## config.mk

```make
export PLATFORM = sky130hd
export DESIGN_NAME = multi_dose_reminder
export DESIGN_NICKNAME = d
export VERILOG_FILES = /design/src/rtl/reminder_pkg.sv /design/src/rtl/reminder_channel.sv /design/src/rtl/multi_dose_reminder.sv
export SDC_FILE = /design/constraint.sdc
export NUM_CORES = 1
export LEC_CHECK = 0
export ABC_AREA = 1
export BUFFER_PORTS_ARGS = -buffer_cell sky130_fd_sc_hd__buf_2
export CAP_MARGIN = 5
export CORE_ASPECT_RATIO = 1.25
export CORE_MARGIN = 4
export CORE_UTILIZATION = 47
export CTS_CLUSTER_SIZE = 16
export DETAILED_ROUTE_END_ITERATION = 10
export GPL_ROUTABILITY_DRIVEN = 0
export PLACE_DENSITY = 0.65
export RECOVER_POWER = 100
export SYNTH_ARGS = -nofsm -noshare
export SYNTH_HDL_FRONTEND = slang
export SYNTH_SLANG_ARGS = --single-unit
```

## constraint.sdc

```tcl
create_clock -name clk -period 3.8 [get_ports clk]
set_input_delay 0 -clock clk [delete_from_list [all_inputs] [get_ports clk]]
set_output_delay 0 -clock clk [all_outputs]
set_load 0.01 [all_outputs]
```

## src/rtl/reminder_pkg.sv

```systemverilog
// Shared definitions for the multi-dose reminder: channel state encoding and missed-count width.
// Missed counters exist only when MISSED_COUNT_EN is defined.
package reminder_pkg;

  localparam int MISS_W = 4;

  typedef logic [1:0] chan_state_t;

  localparam chan_state_t ST_IDLE     = 2'd0;
  localparam chan_state_t ST_COUNTING = 2'd1;
  localparam chan_state_t ST_DUE      = 2'd2;

endpackage

```

## src/rtl/reminder_channel.sv

```systemverilog
// One medicine channel: interval register, countdown and IDLE/COUNTING/DUE state.
// Optional saturating missed-dose counter when MISSED_COUNT_EN is defined.
module reminder_channel
  import reminder_pkg::*;
#(
  parameter int CNT_W            = 12,
  parameter int DEFAULT_INTERVAL = 480
) (
  input  logic             clk,
  input  logic             reset,
  input  logic             tick,
  input  logic             selected,
  input  logic             enable_pulse,
  input  logic             ack_pulse,
  input  logic             load_pulse,
  input  logic [CNT_W-1:0] interval_in,
  output logic             enabled,
  output logic             due
`ifdef MISSED_COUNT_EN
  ,
  output logic [MISS_W-1:0] missed
`endif
);

  chan_state_t      state_q, state_d;
  logic [CNT_W-1:0] cnt_q, cnt_d;
  logic [CNT_W-1:0] interval_q, interval_d;
  logic             expire;

  // A countdown of 0 (interval rewritten to 0 mid-count) expires like 1 instead of wrapping.
  assign expire = tick && (cnt_q <= CNT_W'(1));

  always_comb begin
    state_d    = state_q;
    cnt_d      = cnt_q;
    interval_d = interval_q;
    if (selected && load_pulse) begin
      interval_d = interval_in;
    end
    if (selected && enable_pulse && (interval_q != '0)) begin
      if (state_q == ST_IDLE) begin
        state_d = ST_COUNTING;
        cnt_d   = interval_q;
      end else begin
        state_d = ST_IDLE;
      end
    end else if (ack_pulse && (state_q == ST_DUE)) begin
      state_d = ST_COUNTING;
      cnt_d   = interval_q;
    end else if (tick && (state_q != ST_IDLE)) begin
      if (expire) begin
        state_d = ST_DUE;
        cnt_d   = interval_q;
      end else begin
        cnt_d = cnt_q - CNT_W'(1);
      end
    end
  end

`ifdef MISSED_COUNT_EN
  logic [MISS_W-1:0] missed_q, missed_d;

  // Only an expiry while already DUE counts as a missed dose.
  always_comb begin
    missed_d = missed_q;
    if (state_d == ST_IDLE) begin
      missed_d = '0;
    end else if ((state_q == ST_DUE) && (state_d == ST_DUE) && expire && (missed_q != '1)) begin
      missed_d = missed_q + MISS_W'(1);
    end
  end

  assign missed = missed_q;
`endif

  always_ff @(posedge clk) begin
    if (!reset) begin
      state_q    <= ST_IDLE;
      cnt_q      <= '0;
      interval_q <= CNT_W'(DEFAULT_INTERVAL);
`ifdef MISSED_COUNT_EN
      missed_q   <= '0;
`endif
    end else begin
      state_q    <= state_d;
      cnt_q      <= cnt_d;
      interval_q <= interval_d;
`ifdef MISSED_COUNT_EN
      missed_q   <= missed_d;
`endif
    end
  end

  assign enabled = (state_q != ST_IDLE);
  assign due     = (state_q == ST_DUE);

endmodule

```

## src/rtl/multi_dose_reminder.sv

```systemverilog
// Multi-channel dose reminder top: tick prescaler, channel selection and per-channel instances.
// Define MISSED_COUNT_EN to expose the selected channel's missed-dose count on missed_sel.
module multi_dose_reminder
  import reminder_pkg::*;
#(
  parameter int NUM_MEDS         = 4,
  parameter int CNT_W            = 12,
  parameter int PRESCALE         = 60000,
  parameter int DEFAULT_INTERVAL = 480
) (
  input  logic                        clk,
  input  logic                        reset,
  input  logic                        select_pulse,
  input  logic                        enable_pulse,
  input  logic                        ack_pulse,
  input  logic                        load_pulse,
  input  logic [CNT_W-1:0]            interval_in,
  output logic [$clog2(NUM_MEDS)-1:0] sel_idx,
  output logic [NUM_MEDS-1:0]         enabled,
  output logic [NUM_MEDS-1:0]         due,
  output logic                        alarm,
  output logic                        tick,
  output logic [MISS_W-1:0]           missed_sel
);

  localparam int SEL_W = $clog2(NUM_MEDS);
  localparam int PRE_W = $clog2(PRESCALE);

  logic [PRE_W-1:0] presc_q, presc_d;
  logic [SEL_W-1:0] sel_q, sel_d;

  assign tick = (presc_q == PRE_W'(PRESCALE - 1));

  always_comb begin
    presc_d = tick ? '0 : presc_q + PRE_W'(1);
    sel_d   = sel_q;
    if (select_pulse) begin
      sel_d = (sel_q == SEL_W'(NUM_MEDS - 1)) ? '0 : sel_q + SEL_W'(1);
    end
  end

  always_ff @(posedge clk) begin
    if (!reset) begin
      presc_q <= '0;
      sel_q   <= '0;
    end else begin
      presc_q <= presc_d;
      sel_q   <= sel_d;
    end
  end

  assign sel_idx = sel_q;

`ifdef MISSED_COUNT_EN
  logic [MISS_W-1:0] missed_all [NUM_MEDS];
`endif

  // Channels see the pre-increment selection, so a same-cycle select never retargets enable/load.
  for (genvar i = 0; i < NUM_MEDS; i++) begin : g_chan
    reminder_channel #(
      .CNT_W            (CNT_W),
      .DEFAULT_INTERVAL (DEFAULT_INTERVAL)
    ) u_chan (
      .clk          (clk),
      .reset        (reset),
      .tick         (tick),
      .selected     (sel_q == SEL_W'(i)),
      .enable_pulse (enable_pulse),
      .ack_pulse    (ack_pulse),
      .load_pulse   (load_pulse),
      .interval_in  (interval_in),
      .enabled      (enabled[i]),
      .due          (due[i])
`ifdef MISSED_COUNT_EN
      ,
      .missed       (missed_all[i])
`endif
    );
  end

  assign alarm = |due;

`ifdef MISSED_COUNT_EN
  assign missed_sel = missed_all[sel_q];
`else
  assign missed_sel = '0;
`endif

endmodule

```

Word-level counts from Yosys, hierarchy flattened
Cells that the tools add are included.
Cells by class
  eq/ne operators: 12
  $add $sub $neg: 6
  muxes and demuxes: 41
  bitwise operators: 1
  order comparisons: 4
  reductions and logical operators: 55
Operators with widths (count)
  $mux W12: 20
  $le A12 B1 Y1 const B: 4
  $reduce_bool A12 Y1: 4
  $sub A12 B1 Y12 const B: 4
  $mux W2: 17
  $logic_and A1 B1 Y1: 24
  $reduce_bool A3 Y1: 8
  $add A16 B1 Y16 const B: 1
  $eq A16 B16 Y1 const B: 1
  $reduce_and A2 Y1: 8
  $eq A2 B2 Y1 const B: 6
  $logic_not A2 Y1: 5
  $ne A2 B2 Y1 const B: 4
  $reduce_bool A2 Y1: 4
  $mux W1: 4
  $reduce_or A4 Y1: 1
  $add A2 B1 Y2 const B: 1
  $eq A2 B1 Y1 const B: 1
  $reduce_or A2 Y1: 1
  $not A1 Y1: 1
Word-level totals
  output and inout port bits: 16
  register bits: 122
  logic and storage cells: 133

Longest topological paths before layout
  depth after elaboration: 6
  gate-level depth with buffers: 12

Cells and area by module
From an unflattened synthesis, not the netlist that was laid out.
Unflattened totals
  cells, all modules: 1165
  area, all modules: 7355.8 µm²
Modules (own cells, without submodules)
  reminder_channel: area an instance 1582.8 µm², cells an instance 253, times used 4
  multi_dose_reminder: area an instance 1024.7 µm², cells an instance 153, times used 1

Worst setup path after synthesis
No wires, ideal clock.
  path kind: reg-to-reg
  start: register sel_q[0] (netlist: sel_idx[0])
  end: register g_chan[2].u_chan.cnt_q[10]
  stages on the path, launching flop included: 11
  setup time: 0.142 ns
  arrival: 1.548 ns
  setup slack: 2.110 ns
  buffers on the path: 0
  data required time: 3.658 ns
  period minus slack after synthesis: 1.690 ns
  cell sequence: dfxtp_1 > inv_1 > ha_1 > nand2_1 > inv_1 > nand2_2 > nand2_1 > nor2_1 > nand2_1 > nand3_2 > a21oi_2
On the way
  cells in the longest elaborated chain, start to end: 5
  elaborated cells on any way between the ends: 7
  classes of those cells: eq/ne (2); mux (1); reduce/logical (4)
Ends and longest elaborated chain
  start, declared: RTL line multi_dose_reminder.sv:30  | logic [SEL_W-1:0] sel_q, sel_d;
  start signal, assigned: RTL line multi_dose_reminder.sv:48  | sel_q <= sel_d;
  $eq A2 B2 Y1 *: RTL line multi_dose_reminder.sv:67  | .selected (sel_q == SEL_W'(i)),
  $logic_and A1 B1 Y1 * (2 in series): RTL line reminder_channel.sv:40  | if (selected && enable_pulse && (interval_q != '0)) begin
  $ne A2 B2 Y1 (no source line) or $reduce_bool A3 Y1 (tied branches)
  $reduce_and A2 Y1 (no source line)
  end signal, assigned: RTL line reminder_channel.sv:86  | cnt_q <= cnt_d;
  end, declared: RTL line reminder_channel.sv:26  | logic [CNT_W-1:0] cnt_q, cnt_d;
Every way passes the cells marked *; elsewhere a longest branch is shown, timed or not.
A chain may end at the register's enable or synchronous reset.

Worst setup path after layout
  start: register presc_q[0]
  end: register g_chan[1].u_chan.cnt_q[7]
On the way
  cells in the longest elaborated chain, start to end: 6
  elaborated cells on any way between the ends: 9
  classes of those cells: eq/ne (1); mux (4); reduce/logical (4)
Ends and longest elaborated chain
  start, declared: RTL line multi_dose_reminder.sv:29  | logic [PRE_W-1:0] presc_q, presc_d;
  start signal, assigned: RTL line multi_dose_reminder.sv:47  | presc_q <= presc_d;
  $eq A16 B16 Y1 *: RTL line multi_dose_reminder.sv:32  | assign tick = (presc_q == PRE_W'(PRESCALE - 1));
  $logic_and A1 B1 Y1: RTL line reminder_channel.sv:31  | assign expire = tick && (cnt_q <= CNT_W'(1));
  $mux W12: RTL line reminder_channel.sv:51  | if (expire) begin
  $mux W12: RTL line reminder_channel.sv:50  | end else if (tick && (state_q != ST_IDLE)) begin
  $mux W12: RTL line reminder_channel.sv:47  | end else if (ack_pulse && (state_q == ST_DUE)) begin
  $mux W12: RTL line reminder_channel.sv:40
  end signal, assigned: RTL line reminder_channel.sv:86
  end, declared: RTL line reminder_channel.sv:26
Every way passes the cells marked *; elsewhere a longest branch is shown, timed or not. The select of a mux whose other input is x is not followed.

==> metrics <==
result of the run=complete, no violations; effective utilization at floorplan=0.4805; drt pass-1 iters=5; post-synthesis sequential area ratio=0.3137; Num CTS Buffers=17; depth of the CTS H-tree=4; post-route ant nets=0; total track usage=0.2227; syn avg cell area=6.723 um^2; number of instances in the synthesized netlist=1,158; wire length of the first global-routing pass=33.38 mm; non-filler cells, final=1,417; CTS Root Buffer Type=sky130_fd_sc_hd__clkbuf_16; maximum ir drop on the vdd rail=0.3981 mV; count of routing violations after the opening detailed-route iteration=303; TritonCTS clock tree=yes; largest incremental delay on the critical path=0.69 ns; count of buffers inserted at the top-level ports=29; fraction of layout instances using a drive strength above 1=0.1141; total overflow reported by the global router=0; fmax=375.9 MHz; antenna violations before repair=0; flops & latches, synth=122; placed instance area=0.007948 mm^2; Layout Skew=0.008069 ns; Site Rows=52; routed via count divided by cell count=5.137; top-level port count=34; clock latency reported for the late side of the worst-skew pair=0.42 ns; dominant delay contributor by cell family on the critical path=simple AND/OR/NAND/NOR gates; power consumption=3.964 mW; Final Max Tran Viols=0; wire per inst=14.20 um; synth unique cells=35; final standard cell area without fillers=0.008468 mm^2; crit path cell chain=ha_1 -> nand2_1 -> nor2_1 -> nand2_1 -> nor2_1 -> nand2_2 -> nand3_1 -> nand2_1 -> nand3_2 -> a21oi_1; cell total after placement=1,372; critical path data required time=4.04 ns; fraction of the cycle the final worst path needs=0.7001; CP Class=reg2reg; vias in the first global route=7,003; Final Worst Setup Slack=1.140 ns; class of the worst hold path=in2reg; layout-stage area growth over the synthesis result=8.775%; Antenna Cells=0; maximum number of pins on one net before global-route repair=64; Critical Path End Type=flop; count of buffer and inverter cells on the critical path=0; Core Footprint=0.01620 mm^2; number of warning messages in the yosys log=0; routed wire length=20.12 mm; maximum capacitance violations=0; via total after detailed routing=7,279; DRC violations left=0; setup repair after global routing missed its margin=no; Worst path slowest cell=sky130_fd_sc_hd__nor2_1; clock net sink count=122; NumNets Final=1,219; Critical Path Start Type=flop; Sum Neg Setup Slack=0 ns; areal power density over the cells=468.2 mW/mm^2; Fin. Hold Viols=0; Setup-failing EPs final=0; width of the die=123.1 um; Slew Limit Headroom=0.05763; Clock Pin Slew Worst Setup and Hold Paths=0.06 ns; largest fanout on the critical path=15; Cell Area, Synth=0.007785 mm^2; Clock Tree Buf Depth=2; chip height=151.9 um; actual slew at the worst max-slew pin=1.414 ns; HPWL Detailed=14.53 mm; die outline area=0.01870 mm^2; CP arrival=2.90 ns; worst setup slack after placement=1.820 ns; most common cell type on the critical path=sky130_fd_sc_hd__nand2_1; static power due to leakage=3.905 nW; time the worst path needs with I/O delays and setup=2.660 ns
-- cells in the final DEF (no fill, tap or decap), drive strengths merged --
cell | synthesis | final
bufinv | 0 | 3
a21oi | 85 | 85
o211ai | 16 | 16
dlygate4sd3 | 0 | 13
nor4 | 1 | 1
inv | 168 | 169
xor2 | 11 | 11
clkinv | 2 | 5
nand3 | 140 | 140
clkbuf | 14 | 35
ha | 13 | 13
a31oi | 1 | 1
nand3b | 1 | 1
nor3 | 9 | 9
nor3b | 1 | 1
nand4 | 20 | 20
o21ai | 65 | 65
nand2 | 275 | 275
xnor2 | 11 | 11
conb | 1 | 4
o21bai | 2 | 2
dfxtp | 122 | 122
nor2 | 178 | 178
buf | 22 | 18
clkinvlp | 0 | 3
-- cells in the mapped netlist --
| master | instances | area [um^2] |
|---|---|---|
| sky130_fd_sc_hd__nand2_1 | 249 | 934.7 |
| sky130_fd_sc_hd__ha_1 | 13 | 162.7 |
| sky130_fd_sc_hd__nand3b_1 | 1 | 7.510 |
| sky130_fd_sc_hd__conb_1 | 1 | 3.750 |
| sky130_fd_sc_hd__buf_4 | 13 | 97.59 |
| sky130_fd_sc_hd__nor2_8 | 3 | 60.06 |
| sky130_fd_sc_hd__xnor2_1 | 11 | 96.34 |
| sky130_fd_sc_hd__nor2_4 | 3 | 33.78 |
| sky130_fd_sc_hd__nor3_2 | 4 | 40.04 |
| sky130_fd_sc_hd__dfxtp_1 | 122 | 2442 |
| sky130_fd_sc_hd__clkbuf_1 | 14 | 52.55 |
| sky130_fd_sc_hd__inv_1 | 159 | 596.8 |
| sky130_fd_sc_hd__nand3_2 | 48 | 480.5 |
| sky130_fd_sc_hd__nand2_2 | 17 | 106.4 |
| sky130_fd_sc_hd__o21ai_1 | 11 | 55.05 |
| sky130_fd_sc_hd__buf_1 | 1 | 3.750 |
| sky130_fd_sc_hd__buf_6 | 4 | 45.04 |
| sky130_fd_sc_hd__nor4_1 | 1 | 6.260 |
| sky130_fd_sc_hd__nor3_1 | 5 | 25.02 |
| sky130_fd_sc_hd__o21ai_0 | 54 | 270.3 |
| sky130_fd_sc_hd__o21bai_1 | 2 | 15.01 |
| sky130_fd_sc_hd__xor2_1 | 11 | 96.34 |
| sky130_fd_sc_hd__o211ai_1 | 16 | 120.1 |
| sky130_fd_sc_hd__a21oi_1 | 49 | 245.2 |
| sky130_fd_sc_hd__nand3_1 | 92 | 460.4 |
| sky130_fd_sc_hd__inv_2 | 9 | 33.78 |
| sky130_fd_sc_hd__nand4_1 | 20 | 125.1 |
| sky130_fd_sc_hd__nor2_1 | 170 | 638.1 |
| sky130_fd_sc_hd__nor2_2 | 2 | 12.51 |
| sky130_fd_sc_hd__nor3b_1 | 1 | 7.510 |
| sky130_fd_sc_hd__a21oi_2 | 36 | 315.3 |
| sky130_fd_sc_hd__a31oi_1 | 1 | 6.260 |
| sky130_fd_sc_hd__buf_12 | 4 | 80.08 |
| sky130_fd_sc_hd__clkinv_1 | 2 | 7.510 |
| sky130_fd_sc_hd__nand2_4 | 9 | 101.4 |
-- cell families after synthesis --
family	share of synthesized area
XOR/XNOR	0.02475
buffers and inverters	0.1178
flip-flops	0.3137
AND/OR/NAND/NOR	0.3904
other	0.0004817
AO/OA/AOI/OAI	0.1320
adder cells (fa/ha/maj)	0.02089
-- power breakdown --
group | total, mW | internal [mW] | switching (mW)
clock | 1.69 | 1.08 | 0.606
sequential | 1.42 | 1.36 | 0.0629
combinational | 0.856 | 0.310 | 0.546
total | 3.96 | 2.75 | 1.22
-- worst paths after layout --
kind | startpoint | endpoint | slack (ns) | cells after the start
max | presc_q[0] | g_chan[1].u_chan.cnt_q[7] | 1.14 | 10
min | reset | g_chan[1].u_chan.interval_q[5] | 0.21 | 3
max reg2reg | presc_q[0] | g_chan[1].u_chan.cnt_q[7] | 1.14 | 10
min reg2reg | presc_q[0] | presc_q[0] | 0.45 | 1
-- area by class of cell --
type / instances / area, um^2
clock buffer: 22 / 474.2
fill: 1684 / 7732
clock inverter: 10 / 140.1
sequential: 122 / 2442
timing repair buffer: 44 / 272.8
tap: 216 / 270.3
multi-input combinational: 833 / 4230
inverter: 170 / 638.1
-- timing repair --
item                      CTS  global route
hold buffers               13             0
resized for setup           0             0
buffers inserted            0             0
hold endpoints to repair   47             0
-- through the flow --
stage	hold WS [ns]	utilization
5_1_grt	0.2445	0.5227
4_1_cts	0.2068	0.5365
2_1_floorplan	0.1304	-
3_5_place_dp	0.3047	0.4906
3_3_place_gp	0.3003	0.4906
6_report	0.2115	0.5227
-- flip-flops by register name, summed over array words and instances (netlist names) --
| register | flops |
|---|---|
| g_chan.u_chan.cnt_q | 48 |
| g_chan.u_chan.interval_q | 48 |
| presc_q | 16 |
| sel_idx | 2 |
| g_chan.u_chan.state_q | 8 |
-- metal layers --
metal / vias to the layer above / wire, um / global-route usage
met3: 47 / 785 / 0.03459
met1: 3306 / 8524 / 0.2745
met2: 170 / 10160 / 0.3821
li1: 3756 / - / -
met5: - / 0 / 0
met4: 0 / 652 / 0.09182
-- worst register-to-register path: stages (launching register included) --
cell	delay (ns)
sky130_fd_sc_hd__dfxtp_1	0.35
sky130_fd_sc_hd__ha_1	0.17
sky130_fd_sc_hd__nand2_1	0.09
sky130_fd_sc_hd__nor2_1	0.11
sky130_fd_sc_hd__nand2_1	0.06
sky130_fd_sc_hd__nor2_1	0.69
sky130_fd_sc_hd__nand2_2	0.16
sky130_fd_sc_hd__nand3_1	0.52
sky130_fd_sc_hd__nand2_1	0.16
sky130_fd_sc_hd__nand3_2	0.12
sky130_fd_sc_hd__a21oi_1	0.06
Power figures use the tool's default switching activity.
